**config.mk**
```make
export PLATFORM = sky130hd
export DESIGN_NAME = onehot_pulse_decoder_flat
export DESIGN_NICKNAME = d
export VERILOG_FILES = /design/src/rtl/onehot_pulse_decoder_if.sv /design/src/rtl/onehot_pulse_decoder.sv /design/src/flat_wrapper.sv
export SDC_FILE = /design/constraint.sdc
export NUM_CORES = 1
export LEC_CHECK = 0
export CORE_AREA = 2 2 68 70
export DETAILED_ROUTE_END_ITERATION = 10
export DIE_AREA = 0 0 70 72
export DONT_BUFFER_PORTS = 1
export GPL_TIMING_DRIVEN = 0
export PLACE_DENSITY = 0.48
export SETUP_SLACK_MARGIN = 0.5
export SYNTH_ARGS = -nofsm -noshare
export SYNTH_HDL_FRONTEND = slang
export SYNTH_SLANG_ARGS = --single-unit
```
**constraint.sdc**
```tcl
create_clock -name clk -period 1.9 [get_ports clk]
set_input_delay 0.38 -clock clk [delete_from_list [all_inputs] [get_ports clk]]
set_output_delay 0.38 -clock clk [all_outputs]
set_load 0.1 [all_outputs]
```
**src/rtl/onehot_pulse_decoder_if.sv**
```systemverilog
// Handshake and drive bundle for onehot_pulse_decoder.
// master = code source, slave = decoder.
interface onehot_pulse_decoder_if;
    logic       en;
    logic       code_valid;
    logic [2:0] code;
    logic       code_ready;
    logic [7:0] y;
    logic       busy;
    logic       done;

    modport master (
        output en, code_valid, code,
        input  code_ready, y, busy, done
    );

    modport slave (
        input  en, code_valid, code,
        output code_ready, y, busy, done
    );
endinterface

```
**src/rtl/onehot_pulse_decoder.sv**
```systemverilog
// Sequential 3-to-8 decoder: drives y[code] for HOLD_CYCLES, then idles GAP_CYCLES.
// Build option: define DEC_TRISTATE_IDLE_EN to float y (8'bz) instead of 8'h00 when idle.
module onehot_pulse_decoder #(
    parameter int unsigned HOLD_CYCLES = 4,
    parameter int unsigned GAP_CYCLES  = 1
) (
    input logic                    clk,
    input logic                    rst,
    onehot_pulse_decoder_if.slave  bus
);

    typedef enum logic [1:0] {StIdle, StHold, StGap} state_e;

    localparam logic [7:0] HoldLoad = 8'(HOLD_CYCLES - 1);
    localparam logic [7:0] GapLoad  = (GAP_CYCLES == 0) ? 8'd0 : 8'(GAP_CYCLES - 1);

    state_e     state_q, state_d;
    logic [7:0] cnt_q, cnt_d;
    logic [7:0] y_q, y_d;
    logic       busy_q, busy_d;
    logic       done_q, done_d;

    always_ff @(posedge clk or posedge rst) begin
        if (rst) begin
            state_q <= StIdle;
            cnt_q   <= 8'd0;
            y_q     <= 8'd0;
            busy_q  <= 1'b0;
            done_q  <= 1'b0;
        end else begin
            state_q <= state_d;
            cnt_q   <= cnt_d;
            y_q     <= y_d;
            busy_q  <= busy_d;
            done_q  <= done_d;
        end
    end

    always_comb begin
        state_d = state_q;
        cnt_d   = cnt_q;
        y_d     = y_q;
        done_d  = 1'b0;
        if (!bus.en) begin
            // Abort: drop everything without signalling completion.
            state_d = StIdle;
            cnt_d   = 8'd0;
            y_d     = 8'd0;
        end else begin
            unique case (state_q)
                StIdle: begin
                    if (bus.code_valid) begin
                        state_d = StHold;
                        cnt_d   = HoldLoad;
                        y_d     = 8'd1 << bus.code;
                    end
                end
                StHold: begin
                    if (cnt_q != 8'd0) begin
                        cnt_d = cnt_q - 8'd1;
                    end else begin
                        done_d = 1'b1;
                        y_d    = 8'd0;
                        if (GAP_CYCLES > 0) begin
                            state_d = StGap;
                            cnt_d   = GapLoad;
                        end else begin
                            state_d = StIdle;
                            cnt_d   = 8'd0;
                        end
                    end
                end
                StGap: begin
                    if (cnt_q != 8'd0) begin
                        cnt_d = cnt_q - 8'd1;
                    end else begin
                        state_d = StIdle;
                    end
                end
                default: begin
                    state_d = StIdle;
                    cnt_d   = 8'd0;
                    y_d     = 8'd0;
                end
            endcase
        end
        busy_d = (state_d != StIdle);
    end

    assign bus.code_ready = (state_q == StIdle) && bus.en;
    assign bus.busy       = busy_q;
    assign bus.done       = done_q;

    // y_q is non-zero only while a hold is in progress.
`ifdef DEC_TRISTATE_IDLE_EN
    assign bus.y = (y_q != 8'd0) ? y_q : 8'bzzzzzzzz;
`else
    assign bus.y = y_q;
`endif

endmodule

```
**src/flat_wrapper.sv**
```systemverilog
// flat-port wrapper written by rule: the top's interface ports become plain ports
module onehot_pulse_decoder_flat 
#(
    parameter int unsigned HOLD_CYCLES = 4,
    parameter int unsigned GAP_CYCLES  = 1
)
  (clk, rst, bus_en, bus_code_valid, bus_code, bus_code_ready, bus_y, bus_busy, bus_done);
  onehot_pulse_decoder_if bus_i ();
  input logic clk;
  input logic rst;
  input wire logic [$bits(bus_i.en)-1:0] bus_en;
  input wire logic [$bits(bus_i.code_valid)-1:0] bus_code_valid;
  input wire logic [$bits(bus_i.code)-1:0] bus_code;
  output wire logic [$bits(bus_i.code_ready)-1:0] bus_code_ready;
  output wire logic [$bits(bus_i.y)-1:0] bus_y;
  output wire logic [$bits(bus_i.busy)-1:0] bus_busy;
  output wire logic [$bits(bus_i.done)-1:0] bus_done;
  assign bus_i.en = bus_en;
  assign bus_i.code_valid = bus_code_valid;
  assign bus_i.code = bus_code;
  assign bus_code_ready = bus_i.code_ready;
  assign bus_y = bus_i.y;
  assign bus_busy = bus_i.busy;
  assign bus_done = bus_i.done;
  onehot_pulse_decoder #(.HOLD_CYCLES(HOLD_CYCLES), .GAP_CYCLES(GAP_CYCLES)) u_core (.clk(clk), .rst(rst), .bus(bus_i));
endmodule
```
# --- After elaboration in Yosys (flattened, before gate mapping) ---
# Index checks and enable logic that the tools add are counted.
# Widths: inputs -> output; s select.
classes:
  eq_ne: 6
  shifts: 1
  add_sub_neg: 1
  muxes: 17
  reduce_logical: 6
op_table:
  columns: ["operator", "count"]
  rows:
  - ["$mux 8", 7]
  - ["$pmux 8 s3", 2]
  - ["$mux 2", 4]
  - ["$reduce_bool 8->1", 1]
  - ["$shl 1x3->8 const A", 1]
  - ["$sub 8x1->8 const B", 1]
  - ["$ne 3x3->1 const B", 2]
  - ["$pmux 2 s3", 1]
  - ["$mux 1", 3]
  - ["$ne 3x2->1 const B", 1]
  - ["$reduce_and 3->1", 1]
  - ["$eq 2x1->1 const B", 1]
  - ["$eq 2x2->1 const B", 1]
  - ["$logic_not 2->1", 1]
  - ["$ne 2x2->1 const B", 1]
  - ["$reduce_and 2->1", 1]
  - ["$reduce_bool 2->1", 1]
  - ["$logic_and 1x1->1", 1]
totals:
  out_inout_bits: 11
  inputBits: 7
  ff_bits: 20
  elab_cells: 36

# --- Logic depth before layout (Yosys ltp) ---
depth:
  word_depth: 5
  depth_mapped: 7
  depth_no_buf: 6

# --- Worst setup path before layout ---
# OpenSTA, ideal clock, no wires.
synth_timing:
  path_type: "reg-to-reg"
  from: "register u_core.cnt_q[0]"
  to: "register u_core.cnt_q[3]"
  t_arrival_ps: 1795
  period_less_slack_ps: 1875
  path_buffers: 0
  stages_incl_launch_ff: 7
  setup_time_ps: 79
  path_slack_ps: 25
  required_time_ps: 1821
  path_cell_list: "dfrtp_1 > inv_1 > ha_1 > nor3b_2 > a31o_2 > a2111oi_1 > mux2i_1"
synth_between:
  elab_chain_cells: 4
  elab_cells_between_ends: 8
  classes_between: "add/sub: 1; eq/ne: 1; mux: 4; reduce/logical: 2"
synth_rtl:
  columns: ["item", "line", "text"]
  rows:
  - ["start, declared", "onehot_pulse_decoder.sv:18", "logic [7:0] cnt_q, cnt_d;"]
  - ["start signal, assigned", "onehot_pulse_decoder.sv:32", "cnt_q <= cnt_d;"]
  - ["$sub 8x1->8 or $reduce_bool 8->1 (tied branches)", null, null]
  - ["$mux 8 (on tied branches)", "onehot_pulse_decoder.sv:74, onehot_pulse_decoder.sv:59", null]
  - ["$pmux 8 s3", "onehot_pulse_decoder.sv:50", "unique case (state_q)"]
  - ["$mux 8", "onehot_pulse_decoder.sv:44", "if (!bus.en) begin"]
# Parallel ways exist; a longest one is shown, timed or not. The select of a mux whose other input is x is not followed.
# A chain may end at the register's enable or synchronous reset.

# --- Worst setup path after layout ---
layout_timing:
  from: "register u_core.cnt_q[1]"
  to: "register u_core.y_q[1] (netlist: u_core.bus.y[1])"
layout_between:
  elab_chain_cells: 3
layout_rtl:
  columns: ["item", "line", "text"]
  rows:
  - ["$reduce_bool 8->1", "onehot_pulse_decoder.sv:59", "if (cnt_q != 8'd0) begin"]
  - ["$ne 3x3->1 (no line)", null, null]
  - ["$reduce_and 3->1 (no line)", null, null]
  - ["end signal, assigned", "onehot_pulse_decoder.sv:33", "y_q <= y_d;"]
  - ["end, declared", "onehot_pulse_decoder.sv:19", "logic [7:0] y_q, y_d;"]
# No other way between the ends.

==> results.json <==
{
  "whs_ps": 157,
  "vias": 1119,
  "grt_start_max_net_pins": 21,
  "seq_area_um2": 519,
  "worstSetupEndpointType": "flop",
  "filler_cells_inserted": 421,
  "fin_tns_setup_ps": 0,
  "fin_skew_ps": 2.33,
  "sequential_element_share_of_the_synthesized_area_pct": 39.8,
  "status": "complete, no violations",
  "chipWidth_um": 70,
  "placeableCoreArea_mm2": 0.00426,
  "die-height_um": 72,
  "final_antenna_violating_net_count": 0,
  "global_route_wire_length_before_repair_um": 5790,
  "path_cells": "inv_2 > ha_4 > nor3b_4 > nand3_4 > buf_6 > buf_6 > and3_4 > o21a_1",
  "cts_buffers": 3,
  "layout.cells.non_filler": 204,
  "post_route_cells_drive_above_1_share_pct": 52.6,
  "mappedNetlistArea_mm2": 0.00126,
  "startpoint_type": "flop",
  "critical_path_required_ps": 2060,
  "number_of_core_rows": 24,
  "synth_edf_count": 0,
  "period_needed_ps": 1750,
  "syn-num-nets": 136,
  "clk_pin_slew_worst_paths_ps": 80,
  "dp_hpwl_um": 2260,
  "globalRoute.totalOverflow": 0,
  "tritoncts": "built",
  "finalWeightedCongestion": 0.755,
  "dpl.cell_count": 180,
  "tightestPinTransition_ps": 808,
  "cpPeakStageDelay_ps": 420,
  "highest_clock_frequency_the_design_can_meet_mhz": 570,
  "async_reset_ff_share_pct": 100,
  "preCtsSetupSlack_ps": -65.1,
  "multi_input_comb_area_um2": 875,
  "detail_route.drc_violations": 0,
  "cpMostUsedCell": "buf_6",
  "grt_antenna_before_repair": 0,
  "clock_tree.root_cell": "clkbuf_8",
  "synth-main-ff-cell": "dfrtp_1",
  "max_cap_violations": 0,
  "cts.hold.buffers_added": 0,
  "yosys_warnings": 0,
  "worst_skew_pair.late_latency_ps": 260,
  "holdCritPathClass": "in2async",
  "floorplan.initialDensity_pct": 29.5,
  "path_buf_inv": 3,
  "post-route-worst-setup-slack_ps": 146,
  "final_setup_viols": 0,
  "cts-root-to-sink-buffers": 2,
  "power.static_leakage_uw": 0.000681,
  "post-synth-top-area-cell": "dfrtp_1",
  "antenna_cells_inserted": 0,
  "die-area_mm2": 0.00504,
  "crit_family": "simple AND/OR/NAND/NOR gates",
  "clock_sinks": 20,
  "io_buffers": 0,
  "first_pass_iters": 4,
  "boundaryPins": 18,
  "design_power_total_uw": 3250,
  "postRouteWirelength_um": 3480,
  "critPathSlowestCell": "dfrtp_2",
  "htree_levels": 1,
  "p_per_area_mw_per_mm2": 1820,
  "grt_usage_pct": 14.8,
  "criticalPathCategory": "reg2reg",
  "detail_route.vias_per_cell": 5.49,
  "wl_per_cell_um": 17.1,
  "synth.distinct_cells": 44,
  "timing.max_slew.rel_slack_pct": 46.1,
  "postSynthRegisterBits": 20,
  "post-route-period-util_pct": 92.3,
  "area_share_of_the_largest_cell_type_after_synthesis_pct": 39.8,
  "finalMaxSlewViolations": 0,
  "worstPathArrival_ps": 1910,
  "postSynthCellCount": 128,
  "post_synth.cell_area_avg_um2": 9.83,
  "violation_count_after_the_first_detailed_route_iteration": 48,
  "max-vdd-ir-drop_mv": 0.551,
  "flow.area_growth_from_synthesis_pct": 41.9,
  "grt_pass1_vias": 1188,
  "rsz0062_at_grt": "yes",
  "final_hold_viol_count": 0,
  "layout.nets": 161,
  "critPathMaxFanout": 6,
  "ys_top_cells_by_area": "dfrtp_1 (40%), a211o_1 (4.9%), a21boi_2 (3.6%)"
}
==> worst reg2reg max path, delay by kind of cell, from the launching register on <==
kind	cells	cell delay, ps
AND/OR/NAND/NOR	3	600
flip-flops	1	420
AO/OA/AOI/OAI	1	150
adder cells (fa/ha/maj)	1	130
buffers and inverters	3	360
==> registers in the layout (all words and copies together), names as in the netlist <==
name	count
u_core.cnt_q	8
u_core.bus.done	1
u_core.bus.busy	1
u_core.bus.y	8
u_core.state_q	2
==> area by class of cell <==
cell class                 count  share of cell area, %
clock buffer                   3                   2.31
clock inverter                 1                   1.68
multi-input combinational     97                   48.9
tap                           52                   3.64
sequential                    20                   29.1
timing repair buffer          20                   9.94
inverter                       3                  0.630
buffer                         8                   3.78
==> report_power, final <==
group	switching, µW	internal (µW)
clock	152	281
combinational	968	983
sequential	319	546
==> timing repair <==
item | in CTS | in global routing
setup endpoints to repair | 31 | 29
endpoints found under the hold margin | 0 | 0
pin swaps | 6 | 11
resized for setup | 23 | 21
buffers inserted | 19 | 1
==> layout by cell type (no fill, tap or decap), types with 3 or more instances in the layout <==
cell	count
a21boi_2	6
buf_4	16
buf_6	6
nand2b_1	4
nand3_1	5
nand4b_1	3
nor2b_1	3
dfrtp_1	5
nor2_1	4
nand2_1	4
dfrtp_2	15
a211o_1	7
o21a_1	3
o21ai_0	3
nand4_1	3
mux2i_1	4
clkbuf_8	3
==> per-layer routing <==
layer,global-route usage [%],share of wire [%]
met4,3.85,1.0
met3,4.86,4.3
met1,17.0,42
met5,0,0
met2,26.7,53
==> cells in the mapped netlist, types with 3 or more instances <==
| cell | number |
|---|---|
| a211o_1 | 7 |
| a21boi_1 | 3 |
| a21boi_2 | 4 |
| a21oi_1 | 5 |
| clkbuf_1 | 4 |
| dfrtp_1 | 20 |
| inv_1 | 3 |
| mux2i_1 | 4 |
| nand2_1 | 5 |
| nand2b_1 | 4 |
| nand3_1 | 8 |
| nand4_1 | 3 |
| nand4b_1 | 3 |
| nor2_1 | 7 |
| nor2b_1 | 5 |
| o21a_1 | 3 |
| o21ai_0 | 3 |
| or3_1 | 3 |
==> per-stage QoR <==
stage	cell area [µm²]	utilization (%)
after floorplan	1350	-
final	1790	41.9
after global placement	1420	33.2
after global routing	1790	41.9
after CTS	1720	40.4
after detailed placement	1420	33.2
==> path summary, 6_finish.rpt <==
kind                                  from           endpoint  slack (ps)  cells after the start
setup / recovery           u_core.cnt_q[1]    u_core.bus.y[1]         150                      8
min in group clk                    bus_en  u_core.state_q[0]         280                      1
setup reg to reg           u_core.cnt_q[1]    u_core.bus.y[1]         150                      8
max in group asynchronous              rst    u_core.bus.done        1190                      1
hold / removal                         rst    u_core.bus.y[2]         160                      1
hold reg to reg            u_core.cnt_q[3]    u_core.cnt_q[3]         640                      2
==> cells by family after synthesis <==
logic type / Yosys count / synth area share (%)
buf+inv: 11 / 4.37
flops: 20 / 39.8
mux: 4 / 3.18
xor+xnor: 1 / 0.696
compound gates: 37 / 23.0
fa+ha+maj: 1 / 0.994
simple gates: 54 / 28.0
Power figures use the tool's default switching activity.
==> RTL edit: new RTL, config.mk and constraints unchanged <==
Reset style: synchronous (`rst`), changed in one clocked block.
--- a/src/rtl/onehot_pulse_decoder.sv
+++ b/src/rtl/onehot_pulse_decoder.sv
@@ -20,7 +20,7 @@
     logic       busy_q, busy_d;
     logic       done_q, done_d;
 
-    always_ff @(posedge clk or posedge rst) begin
+    always_ff @(posedge clk) begin
         if (rst) begin
             state_q <= StIdle;
             cnt_q   <= 8'd0;
Formal check against the unedited RTL: differs if rst is asserted again (counterexample within 4 cycles, from zero or initial values and one cycle with rst high); with rst held inactive, the same outputs for 10 cycles.
==> RTL edit against the unedited design <==
Setup slack better by 0.022 ns. Area after synthesis is 13% lower. Final area is 17% lower. Via count is 10% lower. Final cell count is 5.9% lower. Synthesized cell count is 3.1% lower. Sequential cell count stayed put. Wire length is 21% lower. Die area stayed put.
Power is not compared: it rests on default switching activity, and its combinational part moved more than twofold at a synthesized area within 25%.
==> RTL edit: results (changes against the unedited design) <==
Outcome
  – Run status: finished, final reports clean (unchanged)

Clock tree
  – Root Driver: clkbuf_8 (unchanged)
  – Max clock buf depth: 2 (unchanged)
  – Clock transition at path regs: 0.07 ns
  – Clk Latency, worst-skew pair: 0.26 ns (about the same)
  – CTS buffer count: 3 (unchanged)
  – Htree depth: 1 (unchanged)

Finish
  – Fill cell count: 441 (was 421)
  – Fraction of layout instances using a drive strength above 1: 45.0% (was 52.6%)
  – N_diodes: 0 (unchanged)
  – Layout Nets: 151 (was 161)

Hold path
  – Worst Hold Launch: bus_code[0]
  – Worst hold path type: input port to flip-flop (was input port to async pin)

Worst setup path
  – Critical-path maximum fanout: 8 (was 6)
  – Crit. Startpoint: u_core.cnt_q[5]$_SDFFE_PP0P_ (was u_core.cnt_q[1]$_DFFE_PP0P_)
  – Critical path arrival: 1.86 ns (was 1.91 ns)

STA
  – Max transition margin: 64.7% (was 46.1%)
  – Clock Skews: 0.00793 ns (was 0.00233 ns)

Global routing
  – Gr usage total: 10.8% (was 14.8%)
  – First-pass GRT wire length: 4.42 mm (was 5.79 mm)
  – Largest net degree at the start of global routing: 11 (was 21)
  – Vias in the first global route: 1024 (was 1188)
  – Initial antenna violation count: 0 (unchanged)

Routing
  – Via density: 5.23 (was 5.49)
  – Drt wl/cell: 14.3 um (was 17.1 um)
  – Final WL: 2.74 mm (was 3.48 mm)
  – Detailed Routing Iterations Pass 1: 4 (unchanged)
  – Initial drt markers: 17 (was 48)

Synthesis
  – Async set-reset flop share out of synthesis: 0% (was 100%)
  – Largest cells by area after synthesis: dfxtp_1, mux2i_1, a21oi_1, nand2b_1, nor2_1 (was dfrtp_1, a211o_1, a21boi_2, mux2i_1, nand3_1)
  – Syn avg cell area: 8.84 um2 (was 9.83 um2)
  – Unique masters post-synth: 39 (was 44)
  – Synth warnings: 0 (unchanged)
  – Mapped Nets: 133 (was 136)
  – Synth cell count leaders: dfxtp_1, nor2_1, a21oi_1 (was dfrtp_1, nand3_1, a211o_1, nor2_1)
  – Seq/Total Area, Yosys: 36.5% (was 39.8%)

Pwr
  – Leak pwr: 0.554 nW
  – Worst vdd ir: 471 uV

Placed design
  – Setup slack at placement: 0.0991 ns (was -0.0651 ns)
  – GPL Wtd Cong: 0.805 (was 0.755)
  – Placed cell count: 176 (was 180)
  – Post-DP HPWL: 1.87 mm (was 2.26 mm)
  – Count of input and output buffers: 0 (unchanged)
-- RTL edit: cell count changes in the layout (fill, tap and decap cells not counted), moves of 5 or more --
cell	unedited run	this run
nor2_1	4	10
a21boi_2	6	0
a21oi_1	2	7
dfrtp_1	5	0
a211o_1	7	0
dfrtp_2	15	0
buf_4	16	11
dfxtp_2	0	13
-- RTL edit: kinds of logic (layout without fill, tap and decap cells) --
| logic type | after synthesis | after routing | share of synthesized area [%] |
|---|---|---|---|
| compound gates | 30 | 30 | 20.9 |
| simple gates | 53 | 53 | 28.0 |
| mux | 7 | 7 | 6.39 |
| buf+inv | 11 | 27 | 5.14 |
| flops | 20 | 20 | 36.5 |
| xor+xnor | 1 | 1 | 0.799 |
| fa+ha+maj | 2 | 2 | 2.28 |
-- RTL edit: worst paths after layout --
path | cells past startpoint | slack (ns) | end
worst max-delay path | 6 | 0.17 | u_core.bus.y[5]$_SDFFE_PP0P_
worst min-delay path | 1 | 0.25 | u_core.bus.y[1]$_SDFFE_PP0P_
worst max register to register | 6 | 0.17 | u_core.bus.y[5]$_SDFFE_PP0P_
worst min register to register | 2 | 0.53 | u_core.cnt_q[7]$_SDFFE_PP0P_
-- RTL edit: area by class of cell --
type | instances | share of cell area [%]
Sequential cell | 20 | 28.7
Buffer | 6 | 5.03
Clock buffer | 3 | 2.77
Timing Repair Buffer | 13 | 7.63
Inverter | 5 | 2.27
Tap cell | 52 | 4.36
Multi-Input combinational cell | 93 | 49.2
-- RTL edit: what timing repair did --
| action | CTS | global route |
|---|---|---|
| gates resized for setup | 26 | 25 |
| pin swaps | 6 | 8 |
| endpoints found under the setup margin | 30 | 20 |
| buffers inserted | 11 | 2 |
-- RTL edit: power by group --
group,switching [mW],internal (mW)
registers,0.0419,0.434
clock network,0.136,0.141
logic,0.166,0.170
total,0.343,0.746
-- RTL edit: critical path, cell delays in order, from the launching register on --
cell	delay, ns
dfxtp_2	0.34
or4_4	0.54
buf_12	0.16
o211ai_4	0.19
buf_12	0.15
mux2i_1	0.18
nor2_1	0.06
-- RTL edit: per-layer routing --
layer / track usage [%] / share of wire (%) / vias to the layer above
met3: 2.64 / 4.6 / 7
li1: - / - / 491
met1: 12.0 / 43 / 482
met2: 19.5 / 50 / 25
met5: 0 / 0 / -
met4: 5.34 / 2.4 / 0
-- RTL edit: per-stage QoR --
stage | instance area, um2 | hold WS (ns)
6_report | 1490 | 0.253
5_1_grt | 1490 | 0.247
4_1_cts | 1400 | 0.247
3_5_place_dp | 1210 | 0.513
3_3_place_gp | 1210 | 0.499
2_1_floorplan | 1150 | 0.464
